===== config.mk =====
export PLATFORM = sky130hd
export DESIGN_NAME = mcast_input_queue_flat
export DESIGN_NICKNAME = d
export VERILOG_FILES = /design/src/rtl/mcast_input_queue_if.sv /design/src/rtl/mcast_input_queue.sv /design/src/flat_wrapper.sv
export SDC_FILE = /design/constraint.sdc
export NUM_CORES = 1
export LEC_CHECK = 0
export BUFFER_PORTS_ARGS = -buffer_cell sky130_fd_sc_hd__buf_2
export CORE_MARGIN = 1.5
export CORE_UTILIZATION = 53
export DETAILED_ROUTE_END_ITERATION = 12
export MAX_ROUTING_LAYER = met4
export PLACE_DENSITY = 0.83
export REMOVE_ABC_BUFFERS = 1
export SYNTH_ARGS = -nofsm -noshare
export SYNTH_HDL_FRONTEND = slang
export SYNTH_SLANG_ARGS = --single-unit

===== constraint.sdc =====
create_clock -name clk -period 3.4 [get_ports clk]
set_input_delay 0.68 -clock clk [delete_from_list [all_inputs] [get_ports clk]]
set_output_delay 0.68 -clock clk [all_outputs]
set_load 0.01 [all_outputs]

===== src/rtl/mcast_input_queue_if.sv =====
`default_nettype none
// ============================================================================
//  Module      : noc (package), mcast_input_queue_if (interface)
//  Description : Shared mesh types and the handshake bundle of the multicast
//                input queue.
//                noc::xy_t         - mesh coordinate {x, y}, 4 bits each
//                noc::direction_t  - one-hot output direction (5 bits)
//                Interface bundle:
//                  in_valid/in_ready/in_data      link receiver side
//                  la_destination/la_val/
//                  la_current_routing             to lookahead routing
//                  la_next_routing                from lookahead routing
//                  out_valid/out_ready/out_data/
//                  out_routing                    switch allocator / crossbar
//                Modport slave is the queue's view, master the surroundings.
//  Revision    : 1.0 - initial release
// ============================================================================
package noc;

    typedef struct packed {
        logic [3:0] x;
        logic [3:0] y;
    } xy_t;

    typedef logic [4:0] direction_t;

    localparam direction_t c_GO_LOCAL = 5'b00001;
    localparam direction_t c_GO_EAST  = 5'b00010;
    localparam direction_t c_GO_WEST  = 5'b00100;
    localparam direction_t c_GO_NORTH = 5'b01000;
    localparam direction_t c_GO_SOUTH = 5'b10000;

endpackage

interface mcast_input_queue_if #(
    parameter int FLIT_WIDTH = 64,
    parameter int DEST_SIZE  = 6
);

    logic                          in_valid;
    logic                          in_ready;
    logic [FLIT_WIDTH-1:0]         in_data;

    noc::xy_t [0:DEST_SIZE-1]      la_destination;
    logic [DEST_SIZE-1:0]          la_val;
    noc::direction_t               la_current_routing;
    noc::direction_t               la_next_routing;

    logic                          out_valid;
    logic                          out_ready;
    logic [FLIT_WIDTH-1:0]         out_data;
    noc::direction_t               out_routing;

    modport slave (
        input  in_valid, in_data, la_next_routing, out_ready,
        output in_ready, la_destination, la_val, la_current_routing,
               out_valid, out_data, out_routing
    );

    modport master (
        output in_valid, in_data, la_next_routing, out_ready,
        input  in_ready, la_destination, la_val, la_current_routing,
               out_valid, out_data, out_routing
    );

endinterface
`default_nettype wire


===== src/rtl/mcast_input_queue.sv =====
`default_nettype none
// ============================================================================
//  Module      : mcast_input_queue
//  Description : Per-port input stage of the multicast mesh router. Buffers
//                flits in a circular FIFO, tracks packet boundaries, presents
//                the head header's destination list to the lookahead routing
//                stage and rewrites the header's routing field with the
//                returned next-hop direction on the way out.
//  Ports       : clk        - clock
//                rst        - synchronous active-high reset
//                bus        - mcast_input_queue_if.slave (in_*, la_*, out_*)
//                proto_err  - sticky protocol error, cleared only by rst
//  Flit layout : [W-1] header, [W-2] tail, [W-3:W-7] routing, then DEST_SIZE
//                slots of {val, xy} packed downward from bit W-8.
//  Options     : MCAST_QUEUE_BYPASS_EN - when defined, an incoming flit
//                reaches out_* in the same cycle if the queue is empty.
//  Revision    : 1.0 - initial release
// ============================================================================
module mcast_input_queue #(
    parameter int DEPTH      = 4,
    parameter int DEST_SIZE  = 6,
    parameter int FLIT_WIDTH = 64
) (
    input  logic               clk,
    input  logic               rst,
    mcast_input_queue_if.slave bus,
    output logic               proto_err
);

    localparam int c_XY_W     = $bits(noc::xy_t);
    localparam int c_SLOT_W   = 1 + c_XY_W;
    localparam int c_PTR_W    = $clog2(DEPTH);
    localparam int c_CNT_W    = c_PTR_W + 1;
    localparam int c_HDR_BIT  = FLIT_WIDTH - 1;
    localparam int c_TAIL_BIT = FLIT_WIDTH - 2;
    localparam int c_RT_HI    = FLIT_WIDTH - 3;
    localparam int c_RT_LO    = FLIT_WIDTH - 7;
    localparam int c_DEST_TOP = FLIT_WIDTH - 8;

    localparam logic [c_CNT_W-1:0] c_FULL = c_CNT_W'(DEPTH);

    typedef enum logic [0:0] {
        S_IDLE = 1'b0,
        S_PKT  = 1'b1
    } state_t;

    // Storage and state
    logic [FLIT_WIDTH-1:0] r_mem [DEPTH];
    logic [c_PTR_W-1:0]    r_rd_ptr;
    logic [c_PTR_W-1:0]    r_wr_ptr;
    logic [c_CNT_W-1:0]    r_count;
    state_t                r_state;
    noc::direction_t       r_pkt_routing;
    logic                  r_proto_err;

    // Combinational
    state_t                   w_state_next;
    logic                     w_bypass;
    logic                     w_in_ready;
    logic                     w_head_avail;
    logic [FLIT_WIDTH-1:0]    w_head_flit;
    logic                     w_is_hdr;
    logic                     w_is_tail;
    noc::direction_t          w_head_rt;
    logic                     w_la_hdr;
    noc::xy_t [0:DEST_SIZE-1] w_dest_dec;
    logic [DEST_SIZE-1:0]     w_val_dec;
    logic                     w_out_valid;
    logic [FLIT_WIDTH-1:0]    w_out_data;
    noc::direction_t          w_out_routing;
    logic                     w_drop;
    logic                     w_err;
    logic                     w_push;
    logic                     w_pop;
    logic                     w_pop_mem;
    logic                     w_write;

`ifdef MCAST_QUEUE_BYPASS_EN
    // An empty queue presents the incoming flit directly at its head.
    assign w_bypass = (r_count == '0) && bus.in_valid && !rst;
`else
    assign w_bypass = 1'b0;
`endif

    assign w_in_ready   = !rst && (r_count != c_FULL);
    assign w_head_avail = (r_count != '0) || w_bypass;
    assign w_head_flit  = w_bypass ? bus.in_data : r_mem[r_rd_ptr];
    assign w_is_hdr     = w_head_flit[c_HDR_BIT];
    assign w_is_tail    = w_head_flit[c_TAIL_BIT];
    assign w_head_rt    = w_head_flit[c_RT_HI:c_RT_LO];

    // Destination slot i: val bit, then its xy just below it.
    for (genvar i = 0; i < DEST_SIZE; i++) begin : g_dest
        assign w_val_dec[i]  = w_head_flit[c_DEST_TOP - i*c_SLOT_W];
        assign w_dest_dec[i] = w_head_flit[c_DEST_TOP - i*c_SLOT_W - 1 -: c_XY_W];
    end

    assign w_la_hdr = w_head_avail && w_is_hdr;

    // Packet FSM: next state and head-of-queue outputs
    always_comb begin
        w_state_next  = r_state;
        w_out_valid   = 1'b0;
        w_out_data    = '0;
        w_out_routing = '0;
        w_drop        = 1'b0;
        w_err         = 1'b0;
        if (w_head_avail) begin
            case (r_state)
                S_IDLE: begin
                    if (w_is_hdr) begin
                        w_out_valid                  = 1'b1;
                        w_out_data                   = w_head_flit;
                        w_out_data[c_RT_HI:c_RT_LO]  = bus.la_next_routing;
                        w_out_routing                = w_head_rt;
                        if (bus.out_ready && !w_is_tail) begin
                            w_state_next = S_PKT;
                        end
                    end else begin
                        // Orphan body/tail: discarded without being offered.
                        w_drop = 1'b1;
                        w_err  = 1'b1;
                    end
                end
                S_PKT: begin
                    w_out_valid   = 1'b1;
                    w_out_data    = w_head_flit;
                    w_out_routing = r_pkt_routing;
                    if (w_is_hdr) begin
                        // Stray header inside a packet travels as plain body.
                        w_err = 1'b1;
                    end else if (bus.out_ready && w_is_tail) begin
                        w_state_next = S_IDLE;
                    end
                end
                default: w_state_next = S_IDLE;
            endcase
        end
    end

    assign w_push    = bus.in_valid && w_in_ready;
    assign w_pop     = (w_out_valid && bus.out_ready) || w_drop;
    // A bypassed flit consumed in the same cycle never touches storage.
    assign w_pop_mem = w_pop && !w_bypass;
    assign w_write   = w_push && !(w_bypass && w_pop);

    always_ff @(posedge clk) begin
        if (rst) begin
            r_state <= S_IDLE;
        end else begin
            r_state <= w_state_next;
        end
    end

    always_ff @(posedge clk) begin
        if (rst) begin
            r_rd_ptr      <= '0;
            r_wr_ptr      <= '0;
            r_count       <= '0;
            r_pkt_routing <= '0;
            r_proto_err   <= 1'b0;
        end else begin
            if (w_write) begin
                r_wr_ptr <= r_wr_ptr + c_PTR_W'(1);
            end
            if (w_pop_mem) begin
                r_rd_ptr <= r_rd_ptr + c_PTR_W'(1);
            end
            case ({w_write, w_pop_mem})
                2'b10:   r_count <= r_count + c_CNT_W'(1);
                2'b01:   r_count <= r_count - c_CNT_W'(1);
                default: r_count <= r_count;
            endcase
            if (w_pop && (r_state == S_IDLE) && w_is_hdr && !w_is_tail) begin
                r_pkt_routing <= w_head_rt;
            end
            if (w_err) begin
                r_proto_err <= 1'b1;
            end
        end
    end

    // Flit storage carries no reset; outputs are gated by the occupancy.
    always_ff @(posedge clk) begin
        if (w_write) begin
            r_mem[r_wr_ptr] <= bus.in_data;
        end
    end

    assign bus.in_ready           = w_in_ready;
    assign bus.out_valid          = w_out_valid;
    assign bus.out_data           = w_out_data;
    assign bus.out_routing        = w_out_routing;
    assign bus.la_destination     = w_la_hdr ? w_dest_dec : '0;
    assign bus.la_val             = w_la_hdr ? w_val_dec : '0;
    assign bus.la_current_routing = w_la_hdr ? w_head_rt : '0;
    assign proto_err              = r_proto_err;

endmodule
`default_nettype wire


===== src/flat_wrapper.sv =====
// flat-port wrapper written by rule: the top's interface ports become plain ports
module mcast_input_queue_flat 
#(
    parameter int DEPTH      = 4,
    parameter int DEST_SIZE  = 6,
    parameter int FLIT_WIDTH = 64
)
  (clk, rst, proto_err, bus_in_valid, bus_in_data, bus_la_next_routing, bus_out_ready, bus_in_ready, bus_la_destination, bus_la_val, bus_la_current_routing, bus_out_valid, bus_out_data, bus_out_routing);
  mcast_input_queue_if #(.FLIT_WIDTH(FLIT_WIDTH), .DEST_SIZE(DEST_SIZE)) bus_i ();
  input  logic clk;
  input  logic rst;
  output logic proto_err;
  input wire logic [$bits(bus_i.in_valid)-1:0] bus_in_valid;
  input wire logic [$bits(bus_i.in_data)-1:0] bus_in_data;
  input wire logic [$bits(bus_i.la_next_routing)-1:0] bus_la_next_routing;
  input wire logic [$bits(bus_i.out_ready)-1:0] bus_out_ready;
  output wire logic [$bits(bus_i.in_ready)-1:0] bus_in_ready;
  output wire logic [$bits(bus_i.la_destination)-1:0] bus_la_destination;
  output wire logic [$bits(bus_i.la_val)-1:0] bus_la_val;
  output wire logic [$bits(bus_i.la_current_routing)-1:0] bus_la_current_routing;
  output wire logic [$bits(bus_i.out_valid)-1:0] bus_out_valid;
  output wire logic [$bits(bus_i.out_data)-1:0] bus_out_data;
  output wire logic [$bits(bus_i.out_routing)-1:0] bus_out_routing;
  assign bus_i.in_valid = bus_in_valid;
  assign bus_i.in_data = bus_in_data;
  assign bus_i.la_next_routing = bus_la_next_routing;
  assign bus_i.out_ready = bus_out_ready;
  assign bus_in_ready = bus_i.in_ready;
  assign bus_la_destination = bus_i.la_destination;
  assign bus_la_val = bus_i.la_val;
  assign bus_la_current_routing = bus_i.la_current_routing;
  assign bus_out_valid = bus_i.out_valid;
  assign bus_out_data = bus_i.out_data;
  assign bus_out_routing = bus_i.out_routing;
  mcast_input_queue #(.DEPTH(DEPTH), .DEST_SIZE(DEST_SIZE), .FLIT_WIDTH(FLIT_WIDTH)) u_core (.clk(clk), .rst(rst), .bus(bus_i), .proto_err(proto_err));
endmodule

==> results of run 1 <==
## metal layers
layer / up-vias / track usage (%) / wire [um]
met5: - / - / 0
met4: 0 / 4.25 / 344
met3: 28 / 3.94 / 1530
met2: 238 / 35.2 / 11100
met1: 3075 / 27.3 / 9160
li1: 2777 / - / -
## registers in the layout, indices dropped and copies added (netlist names), named ones only
| signal | count |
|---|---|
| u_core.r_rd_ptr | 2 |
| u_core.r_pkt_routing | 5 |
| u_core.r_state | 1 |
| u_core.proto_err | 1 |
| u_core.r_mem | 256 |
| u_core.r_count | 3 |
| u_core.r_wr_ptr | 2 |
## metrics by stage
| step | instance area (um2) | instances | setup TNS, ns | util (%) | total power [mW] |
|---|---|---|---|---|---|
| floorplan | 10800 | 558 | -258.71 | - | 5.74 |
| global placement | 12400 | 1051 | 0 | 61.2 | 6.72 |
| detailed placement | 12400 | 1051 | 0 | 61.2 | 6.80 |
| CTS | 13200 | 1098 | 0 | 65.2 | 9.57 |
| global route | 13300 | 1102 | 0 | 65.3 | 9.97 |
| finish | 13300 | 1102 | 0 | 65.3 | 9.50 |
## Yosys cell counts
master,count
nand3_1,10
mux2i_1,5
buf_2,10
buf_4,3
mux2_2,1
dfxtp_1,16
a21oi_1,14
inv_1,14
fa_1,1
o21ai_2,1
o32ai_1,1
buf_6,1
o31a_1,1
nor3b_1,1
edfxtp_1,256
clkbuf_1,24
or4_1,1
nor4b_4,1
xor2_1,2
clkbuf_2,1
o21ai_0,2
nor2b_1,57
o21a_1,1
nand2_1,20
mux4_2,64
nor2_1,11
nor3_1,2
and3_1,59
or3_1,3
o31ai_1,2
ha_1,6
and2_1,4
a311o_1,1
xnor2_1,1
## worst max-delay path by stage
stage          startpoint  cells after the start  slack, ns                to
6_report        flip-flop                      5       0.16   bus_out_data[1]
5_1_grt         flip-flop                      5       0.07  bus_out_data[28]
4_1_cts         flip-flop                      5       0.06   bus_out_data[1]
3_5_place_dp    flip-flop                      5       0.63  bus_out_data[23]
3_3_place_gp    flip-flop                      5       0.70  bus_out_data[49]
2_1_floorplan   flip-flop                      3      -2.45   bus_out_data[0]
## cell type report
cell class	instances	area, um2	share of cell area [%]
Clock inverter	16	134	1.01
Clock buffer	31	691	5.21
Sequential cell	272	8020	60.5
Tap cell	270	338	2.55
Multi-Input combinational cell	273	2780	20.9
Timing Repair Buffer	223	1240	9.36
Antenna cell	3	7.51	0.0566
Inverter	14	52.6	0.396
## power by group
| part | internal, mW | switching [mW] | total [mW] |
|---|---|---|---|
| Clock | 1.60 | 1.16 | 2.75 |
| Combinational | 1.20 | 1.58 | 2.78 |
| Sequential | 3.88 | 0.0867 | 3.97 |
## cells by family (layout without fill, tap and decap cells)
group / count (synthesis) / count (layout) / share of synthesized area [%]
xor+xnor: 3 / 3 / 0.239
compound gates: 23 / 24 / 1.26
other cells: 0 / 3 / 0
buf+inv: 53 / 284 / 2.11
mux: 70 / 70 / 13.7
flops: 272 / 272 / 72.9
fa+ha+maj: 7 / 7 / 0.865
simple gates: 169 / 169 / 8.96
## critical path: stages (launching register included)
cell and delay [ns]:
dfxtp_4 0.36, mux4_2 0.60, o21ai_4 0.55, buf_12 0.29, nor2b_1 0.09, buf_2 0.14
==> results.toml, run 1 <==
[drt]
ant_nets = 0
first_iter_violations = 393
drt_wl_total_mm = 22.2
post-route-drc-count = 0
viasPerCell = 5.55
wire_per_inst_um = 20.1
vias = 6118
dr.pass1.iters = 5

[cts]
numCtsBuffers = 27
clk_pin_slew_worst_paths_ns = 0.06
cts_tree = "yes"
cts.repair.resized = 0
cts_hold_buf = 0
clk_latency_ns = 0.52
htree_levels = 1
clockBufferDepth = 3
numClockSinks = 272
cts_setup_buffers = 0
cts-root-buf = "clkbuf_16"

[floorplanning]
start_util_pct = 54.1
dieArea_um2 = 21600
die_y_um = 147
ios = 204
dieWidth_um = 147
num_rows = 52
coreArea_um2 = 20300

[synthesis]
yosys_warnings = 0
ys_ff_latch = 272
yosysTopAreaCell = "edfxtp_1"
synth_area_per_cell_um2 = 18.4
synthDistinctLibCells = 34
synth.area.top_cells = "edfxtp_1 (70%), mux4_2 (13%), and3_1 (3.4%)"
synthCells = 597
netlist_area_um2 = 11000
ys_seq_area_share_pct = 72.9
synth.top_cell.area_share_pct = 70.0

[critical_path]
crit_required_ns = 2.72
crit_arrival_ns = 2.56
crit_fanout = 34
end_kind = "primary output"
regToRegStartpoint = "u_core.r_state"
rr_worst_depth = 10
critPathLaunchType = "flip-flop"
crit_type = "reg2out"
reg2reg_slack_ns = 0.61
reg2reg_to = "u_core.r_count[2]"

[placed_design]
hpwl_mm = 13.6
io_buffers = 203
place_congestion = 0.726
place_ws_ns = 0.631

[timing]
holdWs_ns = 0.368
finalSetupViolCount = 0
finalClockSkew_ns = 0.0174
hold_viol = 0
fin_ws_ns = 0.164
max_freq_mhz = 309
fin_crit_ns = 3.24
tightest_slew_ns = 0.936
slew_headroom_pct = 37.6
rsz0062_at_grt = "false"
post-route-period-util_pct = 95.2
slew_viol_final = 0

[min_path]
min_to = "u_core.r_mem[1][54]"
hold_class = "in2reg"
hold_depth = 1
worstHoldStart = "bus_in_data[54]"

[cells_and_area]
layout_commonest_cell = "edfxtp_1"
layout_common_cells = "edfxtp_1 (256), buf_2 (203), mux4_2 (64), and3_1 (59), nor2b_1 (57)"
drive_gt1_share_pct = 40.3
final_nets = 891
fillCellCount = 1403
area_growth_pct = 20.6

[pwr]
p_leak_nw = 4.99
power.density_nw_per_um2 = 717
vdd.ir_drop.worst_uv = 452

[global_routing]
overflow = 0
grt_pass1_vias = 6171
grt_max_degree = 71
antenna_found_initial = 3
grt_usage_pct = 21.0
grt_pass1_wl_mm = 33.9

[run]
maxCapViolations = 0

[outcome]
status = "finished clean"
No activity file was read; power rests on OpenSTA's default activity.
==> run 2: changes to the inputs <==
--- a/config.mk
+++ b/config.mk
@@ -11,6 +11,7 @@
 export DETAILED_ROUTE_END_ITERATION = 12
 export MAX_ROUTING_LAYER = met4
 export PLACE_DENSITY = 0.83
+export RECOVER_POWER = 25
 export REMOVE_ABC_BUFFERS = 1
 export SYNTH_ARGS = -nofsm -noshare
 export SYNTH_HDL_FRONTEND = slang
==> run 2 against run 1 <==
Effect of this change: sequential power hardly changed; combinational power hardly changed; clock power is essentially flat; sequential share of layout area rose by 0.29 points; first-iteration DRC count decreased by 6.6%; final cell count down 0.27%; worst hold slack better by 0.017 ns; total power hardly changed; setup slack better by 0.016 ns; wire length is 0.64% higher; utilization is 0.31 points lower; critical path depth unchanged; largest cell class unchanged; highest routed layer unchanged.
==> results.toml, run 2 (synthesized netlist as in run 1, its figures left out) <==
[outcome]
status = "finished clean"

[cells_and_area]
fillCellCount = 1423
diodes = 0
drive_gt1_share_pct = 34.9
reg_top3 = "u_core.r_mem x256, u_core.r_pkt_routing x5, u_core.r_count x3"
layout_common_cells = "edfxtp_1 (256), buf_2 (158), mux4_2 (64), and3_1 (59), nor2b_1 (57)"
largest_reg_flops = 256
fin_area_um2 = 13200
largest-register = "u_core.r_mem"
layout_commonest_cell = "edfxtp_1"
fin_cells = 1099
area_growth_pct = 20.1
final_nets = 891

[floorplanning]
num_rows = 52
coreArea_um2 = 20300
die_y_um = 147
start_util_pct = 54.1
dieWidth_um = 147
ios = 204
dieArea_um2 = 21600

[timing]
rsz0062_at_grt = "false"
slew_headroom_pct = 37.0
fin_crit_ns = 3.22
post-route-period-util_pct = 94.7
finalSetupViolCount = 0
max_freq_mhz = 311
tightest_slew_ns = 0.945
finalClockSkew_ns = 0.0148
hold_viol = 0
slew_viol_final = 0

[cts]
clk_latency_ns = 0.52
cts_tree = "yes"
cts_setup_buffers = 0
numCtsBuffers = 27
cts-root-buf = "clkbuf_16"
clk_pin_slew_worst_paths_ns = 0.06
cts_hold_buf = 0
clockBufferDepth = 3
cts.repair.resized = 0
numClockSinks = 272
htree_levels = 1

[drt]
drt_wl_total_mm = 22.3
ant_nets = 0
top_layer = "met4"
wl_met1_mm = 9.24
met2WireLength_mm = 11.3
dr.pass1.iters = 5
vias = 6130
met3_wirelength_mm = 1.42
post-route-drc-count = 0
viasPerCell = 5.58
first_iter_violations = 367
wire_per_inst_um = 20.3

[critical_path]
crit_required_ns = 2.72
critical_path.max_stage_delay_ns = 0.59
end_kind = "primary output"
crit_arrival_ns = 2.54
crit_type = "reg2out"
reg2reg_to = "u_core.r_count[2]"
cp_slowest_cell = "mux4_2"
crit_chain = "mux4_2 > o21ai_4 > buf_12 > nor2b_1 > buf_2"
critPathLaunchType = "flip-flop"
crit_fanout = 34
crit_buf_inv = 2
reg2reg_slack_ns = 0.58
rr_worst_depth = 10
regToRegStartpoint = "u_core.r_state"
critPathTopFamily = "multiplexers"

[pwr]
power.density_nw_per_um2 = 721
p_leak_nw = 4.86
vdd.ir_drop.worst_uv = 456

[placed_design]
io_buffers = 203
dp.cells = 1051
place_area_um2 = 12400
hpwl_mm = 13.6
place_congestion = 0.726

[min_path]
hold_class = "in2reg"
hold_depth = 1
worstHoldStart = "bus_in_data[50]"
min_to = "u_core.r_mem[3][50]"

[global_routing]
grt_pass1_vias = 6171
grt_usage_pct = 21.0
grt_pass1_wl_mm = 33.9
grt_max_degree = 71
overflow = 0
antenna_found_initial = 0

[run]
maxCapViolations = 0
-- run 2: changes by cell type in the layout (fill, tap and decap cells not counted), sizes merged --
cell	before	now
buf	223	178
clkbuf	31	76
diode	3	0
-- run 2: area by class of cell --
cell class                      instances  area (um2)  share of cell area (%)
Clock buffer                           31         691                    5.24
Clock inverter                         16         134                    1.01
Tap cell                              270         338                    2.56
Timing Repair Buffer                  223        1180                    8.98
Inverter                               14        52.6                   0.398
Sequential cell                       272        8020                    60.8
Multi-Input combinational cell        273        2780                    21.0
-- run 2: stage by stage --
| stage | util, % | hold slack (ns) | total power [mW] | TNS [ns] | setup slack, ns |
|---|---|---|---|---|---|
| floorplan | - | 0.435 | 5.74 | -258.71 | -2.45 |
| global placement | 61.2 | 0.442 | 6.72 | 0 | 0.699 |
| detailed placement | 61.2 | 0.456 | 6.80 | 0 | 0.631 |
| CTS | 65.2 | 0.351 | 9.57 | 0 | 0.0647 |
| global route | 65.0 | 0.375 | 9.96 | 0 | 0.0722 |
| finish | 65.0 | 0.385 | 9.51 | 0 | 0.180 |
-- run 2: how the worst max path moves through the flow --
stage | endpoint | cells after the start
floorplan | bus_out_data[0] | 3
global placement | bus_out_data[49] | 5
detailed placement | bus_out_data[23] | 5
CTS | bus_out_data[1] | 5
global route | bus_out_data[28] | 5
finish | bus_out_data[1] | 5
-- run 2: metal layers --
metal / global-route usage [%] / vias up
li1: - / 2776
met1: 27.3 / 3090
met2: 35.2 / 232
met3: 3.94 / 32
met4: 4.25 / 0
met5: - / -
-- run 2: worst reg2reg max path, cell delays in order, from the launching register on --
cell     delay, ns
dfxtp_1       0.78
inv_1         0.39
ha_1          0.34
o32ai_1       0.19
inv_1         0.09
ha_1          0.21
inv_1         0.07
fa_1          0.17
xor2_1        0.07
or3_1         0.30
a21oi_1       0.14
-- run 2: power by group --
| group | internal (mW) | leakage (nW) | switching (mW) | total [mW] |
|---|---|---|---|---|
| combinational | 1.19 | 2.01 | 1.59 | 2.78 |
| sequential | 3.88 | 2.46 | 0.0871 | 3.97 |
| clock | 1.60 | 0.397 | 1.16 | 2.76 |
| total | 6.67 | 4.86 | 2.84 | 9.51 |
